[src/rtl/updown_button_ctrl.sv]
// Button conditioner: 2-FF sync + debounce per button, press FSM emitting E/U count strobes.
// Optional auto-repeat while held: define UPDOWN_BTN_AUTOREPEAT_EN.
module updown_button_ctrl #(
  parameter int unsigned DB_CYCLES  = 500000,
  parameter int unsigned REP_DELAY  = 25000000,
  parameter int unsigned REP_PERIOD = 5000000
) (
  input  logic Clk,
  input  logic Rst,
  input  logic BtnUp,
  input  logic BtnDn,
  output logic E,
  output logic U,
  output logic UpDb,
  output logic DnDb
);

  if (DB_CYCLES < 2 || REP_DELAY < 2 || REP_PERIOD < 2) begin : gen_param_check
    $error("updown_button_ctrl: DB_CYCLES, REP_DELAY and REP_PERIOD must be >= 2");
  end

  localparam int unsigned DbW = $clog2(DB_CYCLES + 1);
  localparam logic [DbW-1:0] DbLast = DbW'(DB_CYCLES - 1);

  typedef enum logic [1:0] {StIdle, StHoldUp, StHoldDn, StLock} state_e;

  // Bit 0 is the up button, bit 1 the down button.
  logic [1:0]     raw;
  logic [1:0]     sync1_q, sync2_q;
  logic [1:0]     db_q, db_d;
  logic [DbW-1:0] db_cnt_q [2];
  logic [DbW-1:0] db_cnt_d [2];

  state_e state_q, state_d;
  logic   e_q, u_q;
  logic   pulse, pulse_up;
  logic   up_db, dn_db;
  logic   rep_hit;

  assign raw   = {BtnDn, BtnUp};
  assign up_db = db_q[0];
  assign dn_db = db_q[1];

  always_comb begin
    for (int i = 0; i < 2; i++) begin
      db_d[i]     = db_q[i];
      db_cnt_d[i] = '0;
      if (sync2_q[i] != db_q[i]) begin
        // Toggle on the DB_CYCLES-th differing cycle; >= keeps the count from wrapping.
        if (db_cnt_q[i] >= DbLast) begin
          db_d[i] = ~db_q[i];
        end else begin
          db_cnt_d[i] = db_cnt_q[i] + DbW'(1);
        end
      end
    end
  end

  always_comb begin
    state_d  = state_q;
    pulse    = 1'b0;
    pulse_up = 1'b0;
    unique case (state_q)
      StIdle: begin
        if (up_db && dn_db) begin
          state_d = StLock;
        end else if (up_db) begin
          state_d  = StHoldUp;
          pulse    = 1'b1;
          pulse_up = 1'b1;
        end else if (dn_db) begin
          state_d = StHoldDn;
          pulse   = 1'b1;
        end
      end
      StHoldUp: begin
        if (dn_db) begin
          state_d = StLock;
        end else if (!up_db) begin
          state_d = StIdle;
        end else if (rep_hit) begin
          pulse    = 1'b1;
          pulse_up = 1'b1;
        end
      end
      StHoldDn: begin
        if (up_db) begin
          state_d = StLock;
        end else if (!dn_db) begin
          state_d = StIdle;
        end else if (rep_hit) begin
          pulse = 1'b1;
        end
      end
      StLock: begin
        if (!up_db && !dn_db) begin
          state_d = StIdle;
        end
      end
      default: state_d = StIdle;
    endcase
  end

`ifdef UPDOWN_BTN_AUTOREPEAT_EN
  localparam int unsigned RepMax = (REP_DELAY > REP_PERIOD) ? REP_DELAY : REP_PERIOD;
  localparam int unsigned RepW   = $clog2(RepMax + 1);

  logic [RepW-1:0] rep_cnt_q, rep_cnt_d;
  logic            rep_first_q, rep_first_d;
  logic            stay_hold;

  assign stay_hold = ((state_q == StHoldUp) || (state_q == StHoldDn)) && (state_d == state_q);
  // Counter restarts at every pulse; first interval is REP_DELAY, later ones REP_PERIOD.
  assign rep_hit   = rep_first_q ? (rep_cnt_q == RepW'(REP_PERIOD - 1))
                                 : (rep_cnt_q == RepW'(REP_DELAY - 1));

  always_comb begin
    rep_cnt_d   = '0;
    rep_first_d = 1'b0;
    if (stay_hold) begin
      if (rep_hit) begin
        rep_first_d = 1'b1;
      end else begin
        rep_cnt_d   = rep_cnt_q + RepW'(1);
        rep_first_d = rep_first_q;
      end
    end
  end

  always_ff @(posedge Clk) begin
    if (Rst) begin
      rep_cnt_q   <= '0;
      rep_first_q <= 1'b0;
    end else begin
      rep_cnt_q   <= rep_cnt_d;
      rep_first_q <= rep_first_d;
    end
  end
`else
  assign rep_hit = 1'b0;
`endif

  always_ff @(posedge Clk) begin
    if (Rst) begin
      sync1_q  <= '0;
      sync2_q  <= '0;
      db_q     <= '0;
      db_cnt_q <= '{default: '0};
      state_q  <= StIdle;
      e_q      <= 1'b0;
      u_q      <= 1'b1;
    end else begin
      sync1_q  <= raw;
      sync2_q  <= sync1_q;
      db_q     <= db_d;
      db_cnt_q <= db_cnt_d;
      state_q  <= state_d;
      e_q      <= pulse;
      if (pulse) begin
        u_q <= pulse_up;
      end
    end
  end

  assign E    = e_q;
  assign U    = u_q;
  assign UpDb = db_q[0];
  assign DnDb = db_q[1];

endmodule

[config.mk]
export PLATFORM = sky130hd
export DESIGN_NAME = updown_button_ctrl
export DESIGN_NICKNAME = d
export VERILOG_FILES = /design/src/rtl/updown_button_ctrl.sv
export SDC_FILE = /design/constraint.sdc
export NUM_CORES = 1
export LEC_CHECK = 0
export ABC_AREA = 1
export BUFFER_PORTS_ARGS = -buffer_cell sky130_fd_sc_hd__buf_4
export CORE_MARGIN = 5
export CORE_UTILIZATION = 52
export DETAILED_ROUTE_END_ITERATION = 8
export PLACE_DENSITY = 0.69
export SYNTH_ARGS = -nofsm -noshare
export SYNTH_HDL_FRONTEND = slang
export SYNTH_SLANG_ARGS = --single-unit
[constraint.sdc]
create_clock -name Clk -period 1.55 [get_ports Clk]
set_input_delay 0.2325 -clock Clk [delete_from_list [all_inputs] [get_ports Clk]]
set_output_delay 0.2325 -clock Clk [all_outputs]
set_load 0.005 [all_outputs]
==> parameters.txt, run 1 <==
Parameter                              Value

Power and ir drop
  Largest vdd supply drop    343 µV
  Leakage    1.11 nW
  Net Switching    0.448 mW
  Sequential power share    0.567
  Internal power component    1.74 mW
  Clock network fraction of total power    0.409
  Total power    2.19 mW
  Combinational cell fraction of total power    0.023
  Cell area power density    675 nW/µm²
  Net Sw Frac    0.205

Logic synthesis
  Dominant cells by area after synthesis    sky130_fd_sc_hd__dfxtp_1 33%, sky130_fd_sc_hd__nand2_1 10%, sky130_fd_sc_hd__nor2_4 10%
  Cell type with the highest aggregate area in the netlist    sky130_fd_sc_hd__dfxtp_1
  Commonest register cell after synthesis    sky130_fd_sc_hd__dfxtp_1
  Syn Area/Cell    7.21 µm²
  Area share of xor/xnor cells in the synthesized design    0.0730
  Complex-gate fraction of the synthesized area    0.0287
  Post-synthesis share of cell area spent on full adders, half adders and majority gates    0.0304
  Synth unique cells    24
  Proportion of synthesized chip area in sequential cells    0.334
  Net count after synthesis    410
  Mux cell area share after synthesis    0
  Yosys warns    0
  Synthesized-area fraction occupied by and/or/nand/nor cells    0.444
  EDFF count, synth    0
  Commonest cells in the netlist    79 x sky130_fd_sc_hd__nand2_1, 68 x sky130_fd_sc_hd__nor2_1, 54 x sky130_fd_sc_hd__inv_1
  Proportion of netlist area held by the largest area contributor    0.334
  Synth Instances    399
  Largest family of logic cells by synthesized area    simple AND/OR/NAND/NOR gates
  Most common cell in the synthesized netlist    sky130_fd_sc_hd__nand2_1
  Area of the mapped netlist    2880 µm²
  Async S/R FF share, synth    0
  Count of state elements after synthesis    48

Global routing
  Total global-route track usage    0.165
  Largest net degree at the start of global routing    15
  Number of antenna violations at the first check in global routing    0
  First-pass GRT wire length    9770 µm
  Number of global-route vias before repair    2281
  Total global routing overflow    0

Timing
  Final number of hold-violating endpoints    0
  Slew at the pin closest to its max-slew limit    0.389 ns
  Final number of max-transition violations    0
  Period minus WS final    1.47 ns
  Final worst path period share    0.947
  Maximum clock rate    681 MHz
  Slew HR    0.738
  Clock Skew    0.00977 ns
  Final setup violation count    0

Final layout
  Antenna cell count    0
  Final Instance Area    3240 µm²
  Synth-to-Final Area Change    12.5%
  Final nets    429
  Fin util    0.595
  Layout cells sized above 1    0.205

Drt
  Routed Wire Length    5680 µm
  Number of remaining DRC errors    0
  Vias per Instance    4.97
  Number of iterations in the first detailed-routing pass    4
  Via Count    2439
  DRC marker count from the first detailed-route iteration    98
  Final ANT Viol Nets    0
  Mean routed wirelength per cell    11.6 µm

Worst setup path
  Chain of cells forming the critical path    nand2_1 -> nor2_4 -> nand3_1 -> nor2_1 -> xor2_1 -> nor2_4
  Depth of the most critical reg-to-reg path    6
  Launch point of the worst reg-to-reg path    db_cnt_q[3]$_SDFF_PP0_
  Worst path arrival time    1.65 ns
  Slowest stage cell on the critical path    sky130_fd_sc_hd__dfxtp_1
  Worst path buffer plus inverter count    0
  Worst setup path end    db_cnt_q[15]$_SDFF_PP0_
  Worst path depth    6
  Max incr delay on CP    0.39 ns
  Crit path launch type    flip-flop
  Dominant cell type by count on the critical path    sky130_fd_sc_hd__nor2_4
  CP Data Required Time    1.74 ns
  Kind of end point of the critical path    flip-flop
  Classification of the worst setup path    flip-flop to flip-flop
  Start point of the critical path    db_cnt_q[3]$_SDFF_PP0_
  Reg2reg end    db_cnt_q[15]$_SDFF_PP0_
  Largest delay contributor family on the critical path    simple AND/OR/NAND/NOR gates
  Max FO, Critical Path    5
  Minimum setup slack among reg-to-reg paths    0.08 ns

Clock network
  TritonCTS Buffers    5
  Number of levels in the clock H-tree    2
  Worst-Skew Late Latency    0.30 ns
  TritonCTS clock tree    done
  Count of hold buffers inserted by post-cts repair    0
  Maximum clock insertion buffer count    2
  CTS sink count    48
  Clock-pin slew on the worst setup and hold paths    0.09 ns
  Buffer cell driving the clock tree root    sky130_fd_sc_hd__clkbuf_8

Placement
  Detail Placement HPWL    4310 µm
  Count of port buffers added during placement    7
  Standard cell area after detailed placement    3090 µm²
  Routability cong.    0.925

Run
  Count of max-cap constraint violations    0

Floorplanning
  Number of top-level design ports    8
  Row count    27
  Initial standard-cell utilization of the core    0.529
  Vertical die dimension    84.4 µm
  Horizontal die dimension    84.4 µm
  Core outline area    5440 µm²
  Die ar.    7120 µm²

Run status
  Status    completed

Hold path
  Path class of the lowest-slack min-delay path    input port to flip-flop
-- worst min-delay path by stage --
stage	cells after the start	start	endpoint
floorplan	2	BtnUp	sync1_q[0]$_SDFF_PP0_
global placement	2	sync1_q[0]$_SDFF_PP0_	sync2_q[0]$_SDFF_PP0_
detailed placement	2	sync1_q[0]$_SDFF_PP0_	sync2_q[0]$_SDFF_PP0_
CTS	3	BtnDn	sync1_q[1]$_SDFF_PP0_
global route	3	BtnDn	sync1_q[1]$_SDFF_PP0_
finish	3	BtnDn	sync1_q[1]$_SDFF_PP0_
-- kinds of logic (layout without fill, tap and decap cells) --
group / count (synthesis) / in the layout
fa+ha+maj: 7 / 7
xor+xnor: 24 / 24
flops: 48 / 48
compound gates: 16 / 16
simple gates: 244 / 244
buf+inv: 60 / 80
-- cell type report --
class / count / area (µm²)
Sequential cell: 48 / 973
Clock buffer: 6 / 72.6
Timing Repair Buffer: 15 / 163
Inverter: 57 / 214
Fill cell: 512 / 2200
Clock inverter: 2 / 35.0
Tap cell: 72 / 90.1
Multi-Input combinational cell: 291 / 1690
-- cells in the final DEF (no fill, tap or decap) --
cell type                   netlist  layout
sky130_fd_sc_hd__nand2_1         79      79
sky130_fd_sc_hd__nor2_1          68      67
sky130_fd_sc_hd__inv_1           54      54
sky130_fd_sc_hd__dfxtp_1         48      40
sky130_fd_sc_hd__nand3_1         33      32
sky130_fd_sc_hd__nor2_4          26      27
sky130_fd_sc_hd__xor2_1          21      21
sky130_fd_sc_hd__buf_4            0      11
sky130_fd_sc_hd__nor2_2          10      10
sky130_fd_sc_hd__o21ai_0         10      10
sky130_fd_sc_hd__nor3_1           9       8
sky130_fd_sc_hd__dfxtp_2          0       7
sky130_fd_sc_hd__ha_1             7       6
sky130_fd_sc_hd__nand4_1          5       5
sky130_fd_sc_hd__clkbuf_8         0       5
sky130_fd_sc_hd__nand3_2          4       4
sky130_fd_sc_hd__a21oi_1          5       4
sky130_fd_sc_hd__buf_12           2       4
sky130_fd_sc_hd__inv_2            3       3
sky130_fd_sc_hd__nand2_2          3       3
sky130_fd_sc_hd__nor3_2           2       3
sky130_fd_sc_hd__xnor2_1          3       3
sky130_fd_sc_hd__nand2_4          2       2
sky130_fd_sc_hd__nand3b_1         2       2
sky130_fd_sc_hd__nand4_2          1       1
sky130_fd_sc_hd__nand3_4          0       1
sky130_fd_sc_hd__o211ai_1         1       1
sky130_fd_sc_hd__a21oi_2          0       1
sky130_fd_sc_hd__ha_2             0       1
sky130_fd_sc_hd__bufinv_16        0       1
sky130_fd_sc_hd__clkinv_2         0       1
sky130_fd_sc_hd__clkbuf_1         0       1
sky130_fd_sc_hd__dfxtp_4          0       1
-- state kept, by name (all words and copies together), names as in the netlist --
signal    flops
db_q          2
sync1_q       2
sync2_q       2
E             1
db_cnt_q     38
state_q       2
U             1
-- metrics by stage --
stage          instances  setup TNS (ns)  setup slack, ns  hold WS [ns]
2_1_floorplan        399               0           0.0739         0.339
3_3_place_gp         483               0           0.0535         0.399
3_5_place_dp         483               0           0.0225         0.402
4_1_cts              491               0           0.0113         0.135
5_1_grt              491          -0.153          -0.0611         0.133
6_report             491               0           0.0825         0.131
-- routing by layer --
layer | vias to the layer above | GRT usage | part of all wire
met2 | 42 | 0.284 | 0.47
met3 | 10 | 0.0363 | 0.039
li1 | 1269 | - | -
met4 | 0 | 0.0475 | 0.016
met1 | 1118 | 0.206 | 0.47
met5 | - | 0 | 0
-- power groups by stage --
| stage | clock [mW] | combinational [mW] | sequential (mW) |
|---|---|---|---|
| 2_1_floorplan | 0 | 0.0310 | 1.27 |
| 3_3_place_gp | 0 | 0.0509 | 1.27 |
| 3_5_place_dp | 0 | 0.0516 | 1.27 |
| 4_1_cts | 0.919 | 0.0520 | 1.24 |
| 5_1_grt | 0.982 | 0.0562 | 1.24 |
| 6_report | 0.895 | 0.0512 | 1.24 |
-- worst register-to-register path, stage by stage (launching register included) --
cell and delay, ns:
sky130_fd_sc_hd__dfxtp_1 0.39, sky130_fd_sc_hd__nand2_1 0.18, sky130_fd_sc_hd__nor2_4 0.22, sky130_fd_sc_hd__nand3_1 0.14, sky130_fd_sc_hd__nor2_1 0.13, sky130_fd_sc_hd__xor2_1 0.25, sky130_fd_sc_hd__nor2_4 0.06
-- repair_timing --
item                       in CTS  in global routing
buffers inserted                0                  0
gates resized for setup         1                 15
setup endpoints to repair       1                 28
pin swaps                       0                  1
Power figures use the tool's default switching activity.
==> run 2: changes to the inputs <==
- MAX_ROUTING_LAYER: default -> met4
- PLACE_DENSITY: 0.69 -> 0.66
- clock period: 1.55 -> 1.7 ns (I/O delays scaled with it)
==> parameters.txt, run 2 (same netlist as run 1, synthesis figures left out) <==
Parameter                              Value

Floorplanning
  Die ar.    7120 µm² (unchanged)
  Horizontal die dimension    84.4 µm (unchanged)
  Vertical die dimension    84.4 µm (unchanged)
  Row count    27 (unchanged)
  Number of top-level design ports    8 (unchanged)
  Initial standard-cell utilization of the core    0.529 (unchanged)
  Core outline area    5440 µm² (unchanged)

Timing
  Final number of max-transition violations    0 (unchanged)
  Final worst path period share    0.904 (was 0.947)
  Final setup violation count    0 (unchanged)
  Final hold slack    0.146 ns (was 0.131 ns)
  Maximum clock rate    651 MHz (was 681 MHz)
  Period minus WS final    1.54 ns (was 1.47 ns)
  Final number of hold-violating endpoints    0 (unchanged)
  Slew at the pin closest to its max-slew limit    0.403 ns (was 0.389 ns)
  Clock Skew    0.00377 ns (was 0.00977 ns)
  Final TNS setup    0 ns (unchanged)
  Slew HR    0.729 (was 0.738)
  Unrepaired setup endpoints after global routing    true

Power and ir drop
  Largest vdd supply drop    426 µV (was 343 µV)
  Leakage    1.08 nW (was 1.11 nW)
  Cell area power density    654 nW/µm² (was 675 nW/µm²)

Worst setup path
  Largest delay contributor family on the critical path    simple AND/OR/NAND/NOR gates (unchanged)
  Reg2reg end    db_cnt_q[37]$_SDFF_PP0_ (was db_cnt_q[15]$_SDFF_PP0_)
  Minimum setup slack among reg-to-reg paths    0.16 ns (was 0.08 ns)
  Crit path launch type    flip-flop (unchanged)
  Classification of the worst setup path    flip-flop to flip-flop (unchanged)
  Kind of end point of the critical path    flip-flop (unchanged)
  Worst path buffer plus inverter count    1 (was 0)
  Launch point of the worst reg-to-reg path    db_cnt_q[20]$_SDFF_PP0_ (was db_cnt_q[3]$_SDFF_PP0_)
  Start point of the critical path    db_cnt_q[20]$_SDFF_PP0_ (was db_cnt_q[3]$_SDFF_PP0_)
  Worst path arrival time    1.79 ns (was 1.65 ns)
  Chain of cells forming the critical path    ha_1 -> nand3_2 -> nor2_4 -> nand3b_1 -> nor2_2 -> nand3_1 -> nand2_1 -> inv_1 -> nor2_1 (was nand2_1 -> nor2_4 -> nand3_1 -> nor2_1 -> xor2_1 -> nor2_4)
  Max incr delay on CP    0.38 ns (was 0.39 ns)
  Max FO, Critical Path    4 (was 5)
  Slowest stage cell on the critical path    sky130_fd_sc_hd__dfxtp_1 (unchanged)
  Depth of the most critical reg-to-reg path    9 (was 6)
  CP Data Required Time    1.95 ns (was 1.74 ns)

Final layout
  Commonest non-fill, non-tap cell in the layout    sky130_fd_sc_hd__nand2_1 (unchanged)
  Flip-flop count of the largest register after layout    38 (unchanged)
  Fin util    0.580 (was 0.595)
  Register with the highest flop count    db_cnt_q (unchanged)
  Final nets    425 (was 429)
  Layout cells sized above 1    0.171 (was 0.205)
  Top library cells by usage in the layout, fill and taps aside    79 x sky130_fd_sc_hd__nand2_1, 67 x sky130_fd_sc_hd__nor2_1, 54 x sky130_fd_sc_hd__inv_1 (unchanged)
  Synth-to-Final Area Change    9.65% (was 12.5%)
  Antenna cell count    0 (unchanged)

Drt
  Vias per Instance    4.81 (was 4.97)
  Final ANT Viol Nets    0 (unchanged)
  Number of iterations in the first detailed-routing pass    4 (unchanged)
  Mean routed wirelength per cell    11.1 µm (was 11.6 µm)
  Number of remaining DRC errors    0 (unchanged)
  Via Count    2341 (was 2439)
  Routed Wire Length    5410 µm (was 5680 µm)
  DRC marker count from the first detailed-route iteration    75 (was 98)

Clock network
  Number of levels in the clock H-tree    2 (unchanged)
  Post-CTS resize count    0 (was 1)
  Maximum clock insertion buffer count    2 (unchanged)
  Buffer cell driving the clock tree root    sky130_fd_sc_hd__clkbuf_8 (unchanged)
  Setup bufs post-CTS    0 (unchanged)
  Worst-Skew Late Latency    0.31 ns (was 0.30 ns)
  TritonCTS clock tree    done (unchanged)
  TritonCTS Buffers    5 (unchanged)
  Count of hold buffers inserted by post-cts repair    0 (unchanged)
  Clock-pin slew on the worst setup and hold paths    0.09 ns (about the same)
  CTS sink count    48 (unchanged)

Global routing
  First-pass GRT wire length    9870 µm (was 9770 µm)
  Total global routing overflow    0 (unchanged)
  Total global-route track usage    0.170 (was 0.165)
  Number of global-route vias before repair    2306 (was 2281)
  Largest net degree at the start of global routing    20 (was 15)
  Number of antenna violations at the first check in global routing    0 (unchanged)

Run status
  Status    completed (unchanged)

Hold path
  Launch instance of the worst min-delay path    BtnUp (was BtnDn)
  Path class of the lowest-slack min-delay path    input port to flip-flop (unchanged)
  Endpoint, Worst Hold    sync1_q[0]$_SDFF_PP0_ (was sync1_q[1]$_SDFF_PP0_)
  Number of cells traversed by the worst hold path    3 (unchanged)

Placement
  Count of port buffers added during placement    7 (unchanged)
  Routability cong.    0.890 (was 0.925)
  Detail Placement HPWL    4090 µm (was 4310 µm)

Run
  Count of max-cap constraint violations    0 (unchanged)
==> run 2: cell count changes in the layout (fill, tap and decap cells not counted), sizes merged <==
cell	before	now
buf	15	11
==> run 2: worst min-delay path: stages <==
cell	delay, ns
sky130_fd_sc_hd__buf_4	0.07
sky130_fd_sc_hd__inv_1	0.03
sky130_fd_sc_hd__nor2_1	0.06
==> run 2: cell type report <==
class	instances	area [µm²]
clock buffers	6	82.6
flip-flops and latches	48	961
repair buffers	11	95.1
well taps	72	90.1
inverters	57	214
clock inverters	2	38.8
fillers	521	2280
multi-input cells	291	1670
==> run 2: power by group <==
group / internal (mW) / switching (mW) / leakage [nW]
Combinational: 0.0135 / 0.0255 / 0.634
Sequential: 1.13 / 0.00256 / 0.387
Clock: 0.482 / 0.413 / 0.0614
Total: 1.62 / 0.441 / 1.08
==> run 2: through the flow <==
step | instance area [µm²] | setup WS [ns] | power, mW | instances
after floorplan | 2880 | 0.224 | 1.19 | 399
after global placement | 3020 | 0.156 | 1.20 | 479
after detailed placement | 3020 | 0.123 | 1.20 | 479
after CTS | 3140 | 0.0955 | 2.09 | 487
after global routing | 3160 | -0.00496 | 2.15 | 487
final | 3160 | 0.163 | 2.07 | 487
==> run 2: per-layer routing <==
layer	GRT usage	routed length, µm	vias to the layer above
li1	-	-	1254
met4	0.0489	57	0
met3	0.0363	186	5
met1	0.225	2780	1050
met2	0.263	2390	32
met5	-	0	-
==> run 2: how the worst max path moves through the flow <==
stage               slack (ns)  depth (start not counted)                       to
floorplan                 0.22                          9  db_cnt_q[10]$_SDFF_PP0_
global placement          0.16                          9  db_cnt_q[37]$_SDFF_PP0_
detailed placement        0.12                          8  db_cnt_q[35]$_SDFF_PP0_
CTS                        0.1                          9  db_cnt_q[37]$_SDFF_PP0_
global route            -0.005                          9  db_cnt_q[37]$_SDFF_PP0_
finish                    0.16                          9  db_cnt_q[37]$_SDFF_PP0_
==> run 3: changes to the inputs <==
==> constraint.sdc (replaced) <==
create_clock -name Clk -period 1.7 [get_ports Clk]
set_input_delay 0.085 -clock Clk [delete_from_list [all_inputs] [get_ports Clk]]
set_output_delay 0.085 -clock Clk [all_outputs]
set_load 0.005 [all_outputs]
==> parameters.txt, run 3 (same netlist as run 1, synthesis figures left out) <==
Parameter                              Value

Run status
  Status    completed (unchanged)

Global routing
  Total global-route track usage    0.173 (was 0.170)
  Number of antenna violations at the first check in global routing    0 (unchanged)
  First-pass GRT wire length    9990 µm (was 9870 µm)
  Number of global-route vias before repair    2324 (was 2306)
  Total global routing overflow    0 (unchanged)
  Largest net degree at the start of global routing    20 (unchanged)

Power and ir drop
  Leakage    1.11 nW (was 1.08 nW)
  Cell area power density    647 nW/µm² (was 654 nW/µm²)
  Largest vdd supply drop    428 µV (was 426 µV)

Worst setup path
  Classification of the worst setup path    flip-flop to flip-flop (unchanged)
  Crit path launch type    flip-flop (unchanged)
  CP Data Required Time    1.95 ns (about the same)
  Start point of the critical path    db_cnt_q[20]$_SDFF_PP0_ (unchanged)
  Max FO, Critical Path    4 (unchanged)
  Reg2reg end    db_cnt_q[37]$_SDFF_PP0_ (unchanged)
  Minimum setup slack among reg-to-reg paths    0.16 ns (about the same)
  Launch point of the worst reg-to-reg path    db_cnt_q[20]$_SDFF_PP0_ (unchanged)
  Worst path arrival time    1.79 ns (about the same)
  Depth of the most critical reg-to-reg path    9 (unchanged)
  Kind of end point of the critical path    flip-flop (unchanged)
  Worst setup path end    db_cnt_q[37]$_SDFF_PP0_ (unchanged)

Drt
  DRC marker count from the first detailed-route iteration    80 (was 75)
  Via Count    2346 (was 2341)
  Number of remaining DRC errors    0 (unchanged)
  Vias per Instance    4.77 (was 4.81)
  Mean routed wirelength per cell    11.1 µm (about the same)
  Final ANT Viol Nets    0 (unchanged)
  Routed Wire Length    5480 µm (was 5410 µm)
  Number of iterations in the first detailed-routing pass    4 (unchanged)

Final layout
  Commonest non-fill, non-tap cell in the layout    sky130_fd_sc_hd__nand2_1 (unchanged)
  Antenna cell count    0 (unchanged)
  Register with the highest flop count    db_cnt_q (unchanged)
  Top library cells by usage in the layout, fill and taps aside    79 x sky130_fd_sc_hd__nand2_1, 67 x sky130_fd_sc_hd__nor2_1, 54 x sky130_fd_sc_hd__inv_1 (unchanged)
  Final nets    430 (was 425)
  Layout cells sized above 1    0.169 (was 0.171)
  Synth-to-Final Area Change    11.4% (was 9.65%)
  Flip-flop count of the largest register after layout    38 (unchanged)

Timing
  Maximum clock rate    650 MHz (was 651 MHz)
  Final setup violation count    0 (unchanged)
  Slew at the pin closest to its max-slew limit    0.402 ns (was 0.403 ns)
  Period minus WS final    1.54 ns (about the same)
  Final number of max-transition violations    0 (unchanged)
  Final TNS setup    0 ns (unchanged)
  Final worst path period share    0.905 (was 0.904)
  Clock Skew    0.00300 ns (was 0.00377 ns)
  Post-route setup slack    0.161 ns (was 0.163 ns)
  Final hold slack    0.411 ns (was 0.146 ns)
  Final number of hold-violating endpoints    0 (unchanged)
  Unrepaired setup endpoints after global routing    true (unchanged)
  Slew HR    0.730 (was 0.729)

Placement
  Routability cong.    0.890 (unchanged)
  Detail Placement HPWL    4090 µm (unchanged)
  Worst setup timing slack at the placement stage    0.123 ns (unchanged)
  Count of port buffers added during placement    7 (unchanged)

Clock network
  Buffer cell driving the clock tree root    sky130_fd_sc_hd__clkbuf_8 (unchanged)
  TritonCTS Buffers    5 (unchanged)
  Clock-pin slew on the worst setup and hold paths    0.09 ns (about the same)
  Number of levels in the clock H-tree    2 (unchanged)
  Maximum clock insertion buffer count    2 (unchanged)
  Worst-Skew Late Latency    0.30 ns (was 0.31 ns)
  TritonCTS clock tree    done (unchanged)
  CTS sink count    48 (unchanged)

Floorplanning
  Core outline area    5440 µm² (unchanged)
  Die ar.    7120 µm² (unchanged)
  Vertical die dimension    84.4 µm (unchanged)
  Horizontal die dimension    84.4 µm (unchanged)
  Row count    27 (unchanged)
  Initial standard-cell utilization of the core    0.529 (unchanged)
  Number of top-level design ports    8 (unchanged)

Hold path
  Number of cells traversed by the worst hold path    2 (was 3)
  Path class of the lowest-slack min-delay path    flip-flop to flip-flop (was input port to flip-flop)

Run
  Count of max-cap constraint violations    0 (unchanged)
==> run 3: cell count changes in the layout (fill, tap and decap cells not counted), sizes merged <==
cell,before,now
dlygate4sd3,0,5
==> run 3: stage by stage <==
step           instances  power, mW  cell area (µm²)  utilization
6_report             492       2.07             3210        0.589
5_1_grt              492       2.16             3210        0.589
4_1_cts              492       2.10             3190        0.586
3_5_place_dp         479       1.20             3020        0.555
3_3_place_gp         479       1.20             3020        0.555
2_1_floorplan        399       1.19             2880            -
==> run 3: layout make-up <==
class | count | area [µm²]
Clock buffer | 6 | 82.6
Inverter | 57 | 214
Fill cell | 516 | 2230
Multi-Input combinational cell | 291 | 1670
Timing Repair Buffer | 16 | 145
Sequential cell | 48 | 961
Clock inverter | 2 | 38.8
Tap cell | 72 | 90.1
==> run 3: worst max-delay path, stage by stage (launching register included) <==
cell and delay (ns):
sky130_fd_sc_hd__dfxtp_1 0.38, sky130_fd_sc_hd__ha_1 0.22, sky130_fd_sc_hd__nand3_2 0.15, sky130_fd_sc_hd__nor2_4 0.15, sky130_fd_sc_hd__nand3b_1 0.14, sky130_fd_sc_hd__nor2_2 0.18
sky130_fd_sc_hd__nand3_1 0.09, sky130_fd_sc_hd__nand2_1 0.08, sky130_fd_sc_hd__inv_1 0.04, sky130_fd_sc_hd__nor2_1 0.06
==> run 3: worst min path at each step <==
stage                                      from                    end  slack (ns)
final                     sync1_q[1]$_SDFF_PP0_  sync2_q[1]$_SDFF_PP0_        0.41
after detailed placement                  BtnUp  sync1_q[0]$_SDFF_PP0_        0.30
after floorplan                           BtnUp  sync1_q[0]$_SDFF_PP0_        0.19
after global routing      sync1_q[1]$_SDFF_PP0_  sync2_q[1]$_SDFF_PP0_        0.44
after CTS                 sync1_q[1]$_SDFF_PP0_  sync2_q[1]$_SDFF_PP0_        0.41
after global placement                    BtnDn  sync1_q[1]$_SDFF_PP0_        0.29
==> run 3: repair_timing <==
item / 4_1_cts / 5_1_grt
resized for setup: 0 / 3
hold buffers: 5 / 0
endpoints found under the hold margin: 7 / 0
endpoints found under the setup margin: 0 / 9
setup buffers: 0 / 0
==> run 3: where the power goes <==
group | switching (mW) | internal [mW] | leakage, nW
logic | 0.0275 | 0.0209 | 0.657
clock network | 0.411 | 0.482 | 0.0614
registers | 0.00262 | 1.13 | 0.387
==> run 3: routing by layer <==
| layer | GRT usage | routed length (µm) | share of wire |
|---|---|---|---|
| met5 | - | 0 | 0 |
| met2 | 0.270 | 2440 | 0.45 |
| met1 | 0.226 | 2810 | 0.51 |
| met4 | 0.0489 | 57 | 0.010 |
| met3 | 0.0353 | 169 | 0.031 |
